<file path="config.mk">
export PLATFORM = sky130hd
export DESIGN_NAME = divider_seq
export DESIGN_NICKNAME = d
export VERILOG_FILES = /design/src/rtl/divider_seq.sv
export SDC_FILE = /design/constraint.sdc
export NUM_CORES = 1
export LEC_CHECK = 0
export ABC_CLOCK_PERIOD_IN_PS = 3300
export CAP_MARGIN = 20
export CORE_UTILIZATION = 45
export CTS_BUF_LIST = sky130_fd_sc_hd__clkbuf_8
export CTS_CLUSTER_SIZE = 20
export DETAILED_ROUTE_END_ITERATION = 12
export PLACE_DENSITY = 0.76
export SYNTH_ARGS = -nofsm -noshare
export SYNTH_HDL_FRONTEND = slang
export SYNTH_SLANG_ARGS = --single-unit
</file>
<file path="constraint.sdc">
create_clock -name clk -period 3.3 [get_ports clk]
set_clock_uncertainty 0.1 [all_clocks]
set_input_delay 0.99 -clock clk [delete_from_list [all_inputs] [get_ports clk]]
set_output_delay 0.99 -clock clk [all_outputs]
set_load 0.02 [all_outputs]
</file>
<file path="src/rtl/divider_seq.sv">
// Sequential restoring divider, one quotient bit per clock, driven by the Signal command bus.
// Define DIVIDER_SIGNED_EN to also accept the signed DIV command.
module divider_seq #(
  parameter int unsigned WIDTH = 32,
  parameter logic [5:0]  DIVU  = 6'd27,
  parameter logic [5:0]  OUT   = 6'b111111
`ifdef DIVIDER_SIGNED_EN
  ,
  parameter logic [5:0]  DIV   = 6'd26
`endif
) (
  input  logic               clk,
  input  logic               reset,
  input  logic [WIDTH-1:0]   dataA,
  input  logic [WIDTH-1:0]   dataB,
  input  logic [5:0]         Signal,
  output logic [2*WIDTH-1:0] dataOut,
  output logic               busy,
  output logic               done,
  output logic               div_zero
);

  localparam int unsigned CntW = (WIDTH > 1) ? $clog2(WIDTH) : 1;

  typedef enum logic [1:0] {StIdle, StRun, StDone} state_e;

  state_e               state_q, state_d;
  logic [WIDTH-1:0]     rem_q, rem_d;
  logic [WIDTH-1:0]     quo_q, quo_d;
  logic [WIDTH-1:0]     dvsr_q, dvsr_d;
  logic [CntW-1:0]      cnt_q, cnt_d;
  logic [2*WIDTH-1:0]   out_q, out_d;
  logic                 dz_q, dz_d;

  logic                 start;
  logic [WIDTH-1:0]     op_a, op_b;
  logic [WIDTH:0]       shifted;
  logic                 ge;
  logic [WIDTH-1:0]     step_rem, step_quo;

`ifdef DIVIDER_SIGNED_EN
  logic                 qneg_q, qneg_d;
  logic                 rneg_q, rneg_d;
  logic                 start_s;

  always_comb begin
    start_s = (Signal == DIV);
    start   = (Signal == DIVU) || start_s;
    op_a    = (start_s && dataA[WIDTH-1]) ? -dataA : dataA;
    op_b    = (start_s && dataB[WIDTH-1]) ? -dataB : dataB;
  end
`else
  always_comb begin
    start = (Signal == DIVU);
    op_a  = dataA;
    op_b  = dataB;
  end
`endif

  // WIDTH+1-bit compare keeps divisors >= 2^(WIDTH-1) from overflowing.
  always_comb begin
    shifted  = {rem_q, quo_q[WIDTH-1]};
    ge       = (shifted >= {1'b0, dvsr_q});
    step_rem = ge ? (shifted[WIDTH-1:0] - dvsr_q) : shifted[WIDTH-1:0];
    step_quo = {quo_q[WIDTH-2:0], ge};
  end

  always_comb begin
    state_d = state_q;
    rem_d   = rem_q;
    quo_d   = quo_q;
    dvsr_d  = dvsr_q;
    cnt_d   = cnt_q;
    out_d   = out_q;
    dz_d    = dz_q;
`ifdef DIVIDER_SIGNED_EN
    qneg_d  = qneg_q;
    rneg_d  = rneg_q;
`endif
    unique case (state_q)
      StIdle: begin
        if (start) begin
          cnt_d = '0;
          if (dataB == '0) begin
            dz_d    = 1'b1;
            rem_d   = dataA;
            quo_d   = '1;
            dvsr_d  = '0;
            state_d = StDone;
          end else begin
            dz_d    = 1'b0;
            rem_d   = '0;
            quo_d   = op_a;
            dvsr_d  = op_b;
            state_d = StRun;
`ifdef DIVIDER_SIGNED_EN
            qneg_d  = start_s && (dataA[WIDTH-1] ^ dataB[WIDTH-1]);
            rneg_d  = start_s && dataA[WIDTH-1];
`endif
          end
        end
      end
      StRun: begin
        rem_d = step_rem;
        quo_d = step_quo;
        cnt_d = cnt_q + 1'b1;
        if (cnt_q == CntW'(WIDTH - 1)) begin
          state_d = StDone;
`ifdef DIVIDER_SIGNED_EN
          // Sign fix-up folds into the last step so latency is unchanged.
          quo_d = qneg_q ? -step_quo : step_quo;
          rem_d = rneg_q ? -step_rem : step_rem;
`endif
        end
      end
      StDone: begin
        if (Signal == OUT) begin
          out_d   = {rem_q, quo_q};
          state_d = StIdle;
        end
      end
      default: state_d = StIdle;
    endcase
  end

  always_ff @(posedge clk or negedge reset) begin
    if (!reset) begin
      state_q <= StIdle;
      rem_q   <= '0;
      quo_q   <= '0;
      dvsr_q  <= '0;
      cnt_q   <= '0;
      out_q   <= '0;
      dz_q    <= 1'b0;
`ifdef DIVIDER_SIGNED_EN
      qneg_q  <= 1'b0;
      rneg_q  <= 1'b0;
`endif
    end else begin
      state_q <= state_d;
      rem_q   <= rem_d;
      quo_q   <= quo_d;
      dvsr_q  <= dvsr_d;
      cnt_q   <= cnt_d;
      out_q   <= out_d;
      dz_q    <= dz_d;
`ifdef DIVIDER_SIGNED_EN
      qneg_q  <= qneg_d;
      rneg_q  <= rneg_d;
`endif
    end
  end

  assign dataOut  = out_q;
  assign busy     = (state_q == StRun);
  assign done     = (state_q == StDone);
  assign div_zero = dz_q;

endmodule

</file>
==> Yosys cells after proc, flatten, opt, wreduce, memory -nomap -nowiden <==
Index checks and enable logic that the tools add are counted.
{ "op_classes": {"n_mux": 16, "add_sub_neg": 2, "order_cmp": 1, "multipliers": 0, "eq_ne": 8, "reduce_logical": 7, "bitwise_logic": 0, "n_shift": 0, "n_div": 0} }
{ "op_table": {"columns": ["op", "count"], "rows": [
  ["$mux 32", 6],
  ["$pmux 32 s2", 2],
  ["$ge 33x32->1", 1],
  ["$logic_not 32->1", 1],
  ["$sub 32x32->32", 1],
  ["$pmux 5 s2", 1],
  ["$mux 2", 4],
  ["$eq 6x5->1 const B", 1],
  ["$eq 6x6->1 const B", 1],
  ["$pmux 2 s3", 1],
  ["$reduce_and 2->1", 3],
  ["$add 5x1->5 const B", 1],
  ["$eq 5x5->1 const B", 1],
  ["$mux 5", 1],
  ["$ne 2x1->1 const B", 2],
  ["$reduce_and 3->1", 1],
  ["$eq 2x1->1 const B", 1],
  ["$eq 2x2->1 const B", 1],
  ["$logic_not 2->1", 1],
  ["$ne 2x2->1 const B", 1],
  ["$reduce_bool 2->1", 1],
  ["$mux 1", 1]
]} }
{ "word_totals": {"register_bits": 168, "mem_bits_rw": 0, "romBits": 0, "wordCells": 41, "input_bits": 72, "latchBits": 0, "memories": 0} }

==> Depth between registers and ports, before layout <==
Gate-level depths: netlist of run 1.
{ "depth": {"depth_word": 4, "depth_mapped": 14, "ltp_nobuf": 12} }

==> Worst setup path after synthesis of run 1 <==
Ideal clock, no wire load.
{ "synth_path": {"path_type": "in2reg", "start": "input Signal[4]", "end": "register out_q[10], in the netlist dataOut[10]", "path_slack_ns": 0.488, "stages": 6, "n_path_buf": 2, "arrival_time_ns": 2.587, "path_cell_list": "nand4_1 -> or2_2 -> nor3b_1 -> clkbuf_1 -> clkbuf_1 -> mux2_2"} }
{ "synth_via": {"elab_chain_len": 2} }
{ "synth_rtl": {"columns": ["element", "line", "rtl"], "rows": [
  ["start: declaration", "16", "input logic [5:0] Signal,"],
  ["$eq 6x6->1", "117", "if (Signal == OUT) begin"],
  ["$reduce_and 2->1 (no source line)", null, null],
  ["end signal: assignment", "145", "out_q <= out_d;"],
  ["end: declaration", "32", "logic [2*WIDTH-1:0] out_q, out_d;"]
]} }
Every way passes these cells.
A chain may end at the register's enable or synchronous reset.

==> Worst setup path after layout of run 1 <==
{ "layout_path": {"start": "register rem_q[21]", "end": "register rem_q[9]"} }
{ "layout_via": {"elab_chain_len": 3} }
{ "layout_rtl": {"columns": ["element", "line", "rtl"], "rows": [
  ["start: declaration", "28", "logic [WIDTH-1:0] rem_q, rem_d;"],
  ["start signal: assignment", "141", "rem_q <= rem_d;"],
  ["$ge 33x32->1", "63", "ge = (shifted >= {1'b0, dvsr_q});"],
  ["$mux 32", "64", "step_rem = ge ? (shifted[WIDTH-1:0] - dvsr_q) : shifted[WIDTH-1:0];"],
  ["$pmux 32 s2", "80", "unique case (state_q)"]
]} }
Every way passes these cells.

==> results of run 1 <==
critical path, stage by stage (launching register included):
cell and delay (ns):
dfrtp_1 0.41, ha_1 0.39, and4_1 0.29, nand4_1 0.10, or4_1 0.56, o22ai_1 0.20, a2111oi_2 0.12, o21ai_4 0.18
buf_12 0.23, nor3_1 0.06, a311oi_1 0.25, o21a_1 0.16
placed cells by master (no fill, tap or decap), types with 10 or more instances in the layout:
cell type	n
mux2i_1	13
o21ai_0	58
nand3_1	24
clkbuf_8	20
nor2_1	55
nor3_1	45
inv_1	41
a211oi_1	18
buf_4	47
ha_1	34
clkdlybuf4s50_1	137
dfrtp_1	168
a21o_1	23
o31ai_1	35
a31oi_1	12
nand4_1	10
mux2_2	64
xnor2_1	17
and3_1	22
a21oi_1	47
nand2_1	114
cell type report:
| type | instances | area (um2) |
|---|---|---|
| Fill cell | 1740 | 8154 |
| Multi-Input combinational cell | 687 | 4519 |
| Sequential cell | 168 | 4204 |
| Timing Repair Buffer | 193 | 1896 |
| Tap cell | 265 | 331.6 |
| Clock buffer | 20 | 275.3 |
| Inverter | 41 | 155.1 |
| Clock inverter | 10 | 118.9 |
power by group through the flow:
stage	Combinational, mW	Sequential, mW	Clock [mW]
floorplan	2.58	3.40	0
global placement	4.12	3.38	0
detailed placement	4.18	3.38	0
CTS	4.21	3.35	1.54
global route	4.65	3.46	1.62
finish	4.23	3.38	1.51
through the flow:
| step | utilization | setup WS [ns] | TNS (ns) | hold slack [ns] |
|---|---|---|---|---|
| finish | 0.5851 | 0.1863 | 0 | 0.3899 |
| global route | 0.5851 | 0.08147 | 0 | 0.4330 |
| CTS | 0.5851 | 0.2289 | 0 | 0.3912 |
| detailed placement | 0.5651 | -0.05885 | -0.1953 | 0.3714 |
| global placement | 0.5651 | -0.03666 | -0.05723 | 0.3636 |
| floorplan | - | 0.4883 | 0 | 0.3497 |
path summary, 6_finish.rpt:
check | from | to | slack (ns) | cells after the start
worst min-delay path | dvsr_q[0] | dvsr_q[0] | 0.39 | 2
max in group asynchronous | reset | quo_q[12] | 2.00 | 2
worst max register to register | rem_q[21] | rem_q[9] | 0.19 | 11
worst max-delay path | rem_q[21] | rem_q[9] | 0.19 | 11
worst min register to register | dvsr_q[0] | dvsr_q[0] | 0.39 | 2
min in group asynchronous | reset | dataOut[41] | 0.40 | 1
metal layers:
layer | part of all wire | vias up | global-route usage
li1 | - | 3743 | -
met1 | 0.49 | 3749 | 0.3793
met2 | 0.42 | 283 | 0.3487
met3 | 0.079 | 23 | 0.04636
met4 | 0.011 | 0 | 0.06371
met5 | 0 | - | 0
sequential cells by signal (all words and copies together), names as in the netlist:
| signal | count |
|---|---|
| div_zero | 1 |
| quo_q | 32 |
| cnt_q | 5 |
| state_q | 2 |
| dataOut | 64 |
| rem_q | 32 |
| dvsr_q | 32 |
logic make-up after synthesis:
logic type	Yosys count	synth area share
and+or+nand+nor	307	0.1561
AOI/OAI and AO/OA	244	0.1710
DFF	168	0.4605
buffers and inverters	106	0.04742
muxes	77	0.09319
adders and majority gates	35	0.04879
xor gates and xnor gates	24	0.02302
==> results_dict.tcl, run 1 <==
set metrics [dict create \
    post_drt_wl_per_cell_um 17.59 \
    drcViolationCount 0 \
    fmax_mhz 321.2 \
    slew_viol_final 0 \
    clk_latency_ns 0.47 \
    power.switching_mw 3.667 \
    syn_area_per_cell_um2 9.501 \
    path_clk_slew_ns 0.09 \
    final.min_clock_period_ns 3.114 \
    power.share.switching 0.4022 \
    hold_viol 0 \
    vias 7798 \
    synthTopCellsByCount "168 x dfrtp_1, 114 x nand2_1, 64 x mux2_2, 58 x o21ai_0, 56 x nor2_1" \
    comb_power_share 0.464 \
    cts_made_buffers 17 \
    hold_class "reg -> reg" \
    dp_cells 1354 \
    ys_ff_latch 168 \
    diodes 0 \
    powerDensity_nw_per_um2 792.9 \
    io_buffer_count 138 \
    overflow 0 \
    cts_buffer_depth 2 \
    fin_area_um2 11500 \
    ctsResizeCount 0 \
    antenna_found_initial 0 \
    cts_tree "yes" \
    clkSinkCount 168 \
    synth_fp_nets 1068 \
    place_congestion 0.9127 \
    max_cap_violations 0 \
    worstSetupPathType "reg -> reg" \
    die_height_um 144.4 \
    drive_above_1_share 0.1421 \
    ys.warnings.count 0 \
    grt_max_degree 78 \
    cp_max_fo 25 \
    worst_setup_path_start_kind "register" \
    crit_required_ns 3.62 \
    die_w_um 144.4 \
    status "finished clean" \
    leakage_nw 5.029 \
    synthCells 961 \
    synthArstFlopShare 1.000 \
    ys_types 57 \
    first_global_vias 7267 \
    initial_core_util 0.4645 \
    max-slew-margin-rel 0.5205 \
    area_delta_synth_final_pct 25.96 \
    drt_wl_total_um 24340 \
    rows 51 \
    tightestPinTransition_ns 0.7192 \
    pin_count 139 \
    finalCritPeriodShare 0.9435 \
    grt_first_pass_wirelength_um 38940 \
    netlist.top_cell.by_area "dfrtp_1" \
    rsz0062_at_grt "false" \
    pwr-share-seq 0.370 \
    drt_first_pass_iters 5 \
    yosysMostFrequentCell "dfrtp_1" \
    syn_area_um2 9130 \
    vdd_drop_max_v 0.0003993 \
    ys_seq_area_frac 0.4605 \
    htreeDepth 4 \
    final_nets 1215 \
    intPower_mw 5.451 \
    synthTopCellsByArea "dfrtp_1 46%, mux2_2 7.9%, nand2_1 4.7%" \
    cts-root-buf "clkbuf_8" \
    postRouteAntennaNets 0 \
    cp-end-kind "register" \
    drt_iter0_drc 678 \
    instances_no_fill 1384 \
    power_mw 9.118 \
    drt-vias-per-instance 5.634 \
    synth_edf_count 0 \
    die_area_um2 20860 \
    grt_use_total 0.2458 \
    place_area_um2 11110 \
    hpwl_um 18010 \
    core_um2 19650 \
    clockPowerShare 0.166 \
    yosys.area.top_type_share 0.4605 \
    ctsHoldBuffers 0 \
    synth_ff_type "dfrtp_1" \
    post_cts_buffers 0 \
    crit_arrival_ns 3.43 \
    finalSetupViolations 0 \
]
(Power assumes the default switching activity.)
==> run 2, diff against run 1 <==
- ABC_AREA: default -> 1
- PLACE_DENSITY: 0.76 -> 0.75
- TNS_END_PERCENT: default -> 50
==> run 2 against run 1 <==
Effect of this change: total power rose by 29%; die area rose by 15%; setup slack improved by 0.14 ns; via count rose by 25%; maximum frequency rose by 4.7%; worst hold slack got worse by 0.013 ns; first-iteration DRC count rose by 6.6%; critical path type is now reg -> out; core utilization fell by 3.2 points; wire length rose by 22%; global-route usage rose by 0.76 points; non-clock buffer count fell by 39.
==> results_dict.tcl, run 2 <==
set metrics [dict create \
    cts_tree "yes" \
    overflow 0 \
    grt_max_degree 70 \
    drt_wl_total_um 29700 \
    synthTopCellsByCount "470 x nand2_1, 240 x inv_1, 168 x dfrtp_1, 128 x nand3_1, 99 x nor2_1" \
    drcViolationCount 0 \
    final_cell_mix "469 x nand2_1, 240 x inv_1, 168 x dfrtp_1" \
    crit_required_ns 2.21 \
    clkSinkCount 168 \
    diodes 0 \
    tightestPinTransition_ns 0.7713 \
    clockPowerShare 0.127 \
    intPower_mw 5.792 \
    ys_seq_area_frac 0.3989 \
    synthCells 1472 \
    critPathMaxStageDelay_ns 0.68 \
    die_height_um 155.0 \
    final_nets 1693 \
    rsz0062_at_grt "false" \
    worst_setup_path_start_kind "register" \
    htreeDepth 4 \
    cp-startpoint "state_q[0]" \
    cp-end-kind "output port" \
    final.min_clock_period_ns 2.973 \
    comb_power_share 0.597 \
    vias 9758 \
    largest_reg_flops 64 \
    synth_edf_count 0 \
    vdd_drop_max_v 0.0004705 \
    synth_ff_type "dfrtp_1" \
    cp_top_family "buffers and inverters" \
    power.switching_mw 5.975 \
    ctsHoldBuffers 0 \
    netlist.top_cell.by_area "dfrtp_1" \
    synthArstFlopShare 1.000 \
    ys_ff_latch 168 \
    ctsResizeCount 0 \
    synthTopCellsByArea "dfrtp_1 40%, nand2_1 17%, inv_1 8.5%" \
    grt_first_pass_wirelength_um 47530 \
    n_fill_cell 2208 \
    post_drt_wl_per_cell_um 15.54 \
    grt_use_total 0.2535 \
    die_w_um 155.0 \
    ys.warnings.count 0 \
    slew_viol_final 0 \
    syn_area_per_cell_um2 7.160 \
    first_global_vias 9012 \
    cp_max_fo 4 \
    area_delta_synth_final_pct 19.57 \
    pin_count 139 \
    path_clk_slew_ns 0.10 \
    fin_setup_tns_ns 0 \
    yosys.area.top_type_share 0.3989 \
    yosysMostFrequentCell "nand2_1" \
    pwr-share-seq 0.275 \
    rows 55 \
    crit_buf_inv 1 \
    hold_viol 0 \
    fin_area_um2 12600 \
    clk_latency_ns 0.49 \
    antenna_found_initial 0 \
    worstSetupPathType "reg -> out" \
    post_cts_buffers 0 \
    power.share.switching 0.5078 \
    cts_buffer_depth 2 \
    hpwl_um 22440 \
    dp_cells 1880 \
    fmax_mhz 336.3 \
    drive_above_1_share 0.07885 \
    initial_core_util 0.4627 \
    cts_made_buffers 17 \
    max-slew-margin-rel 0.4858 \
    core_um2 22780 \
    ys_types 42 \
    hold_slack_ns 0.3769 \
    die_area_um2 24040 \
    crit_arrival_ns 1.88 \
    synth_fp_nets 1579 \
    syn_area_um2 10540 \
    instances_no_fill 1911 \
    io_buffer_count 138 \
    place_area_um2 12210 \
    drt_first_pass_iters 5 \
    cpMaxStageDelayCell "clkdlybuf4s50_1" \
    drt-vias-per-instance 5.106 \
    place_congestion 0.9431 \
    cts-root-buf "clkbuf_8" \
    drt_iter0_drc 723 \
    utilization 0.5532 \
    powerDensity_nw_per_um2 933.8 \
    final_common_cell "nand2_1" \
    finalSetupViolations 0 \
    status "finished clean" \
    postRouteAntennaNets 0 \
    crit-reg2reg-launch "rem_q[20]" \
    leakage_nw 6.377 \
    max_cap_violations 0 \
    hold_class "in -> async" \
    finalCritPeriodShare 0.9010 \
    path_cells "nor2_1 > clkdlybuf4s50_1" \
]
==> run 2: area by class of cell <==
| type | count | area (um2) | share of cell area |
|---|---|---|---|
| Clock buffer | 17 | 234.0 | 0.01857 |
| Clock inverter | 14 | 152.6 | 0.01211 |
| Inverter | 252 | 945.9 | 0.07507 |
| Sequential cell | 168 | 4204 | 0.3336 |
| Multi-Input combinational cell | 993 | 5107 | 0.4053 |
| Timing Repair Buffer | 154 | 1565 | 0.1242 |
| Tap cell | 313 | 391.6 | 0.03108 |
==> run 2: per-layer routing <==
layer | wire [um] | global-route usage | vias to the layer above
li1 | - | - | 4845
met1 | 14170 | 0.3769 | 4454
met5 | 0 | 0 | -
met3 | 2127 | 0.03983 | 46
met2 | 12780 | 0.3784 | 413
met4 | 629 | 0.07402 | 0
==> run 2: path summary, 6_finish.rpt <==
check,to,slack (ns),cells after the start
setup / recovery,done,0.33,2
hold / removal,dataOut[4],0.38,1
setup reg to reg,rem_q[30],0.49,11
hold reg to reg,dvsr_q[17],0.39,2
max in group asynchronous,rem_q[30],2.00,2
min in group clk,dvsr_q[17],0.39,2
==> run 2: metrics by stage <==
step                setup WS (ns)  power (mW)
finish                     0.3267       11.77
CTS                        0.3120       11.72
floorplan                   1.012       8.174
global placement           0.2104       10.05
global route               0.2867       12.77
detailed placement         0.1779       10.20
==> run 2: worst register-to-register path, delay by kind of cell (launching register included) <==
family	cells	cell delay, ns
AOI/OAI and AO/OA	1	0.13
adders and majority gates	1	0.47
DFF	1	0.43
and+or+nand+nor	9	1.59
==> run 2: cells by family (layout without fill, tap and decap cells) <==
| kind of cell | Yosys count | in the layout | share of synthesized area |
|---|---|---|---|
| muxes | 30 | 30 | 0.03205 |
| DFF | 168 | 168 | 0.3989 |
| AOI/OAI and AO/OA | 154 | 154 | 0.08869 |
| buffers and inverters | 311 | 437 | 0.1188 |
| adders and majority gates | 35 | 35 | 0.04227 |
| xor gates and xnor gates | 15 | 15 | 0.01247 |
| and+or+nand+nor | 759 | 759 | 0.3068 |
==> run 2: power groups by stage <==
stage / Combinational [mW] / Sequential [mW] / Clock, mW
2_1_floorplan: 4.89 / 3.29 / 0
3_3_place_gp: 6.81 / 3.25 / 0
6_report: 7.03 / 3.24 / 1.50
4_1_cts: 6.97 / 3.23 / 1.52
3_5_place_dp: 6.93 / 3.27 / 0
5_1_grt: 7.85 / 3.31 / 1.60
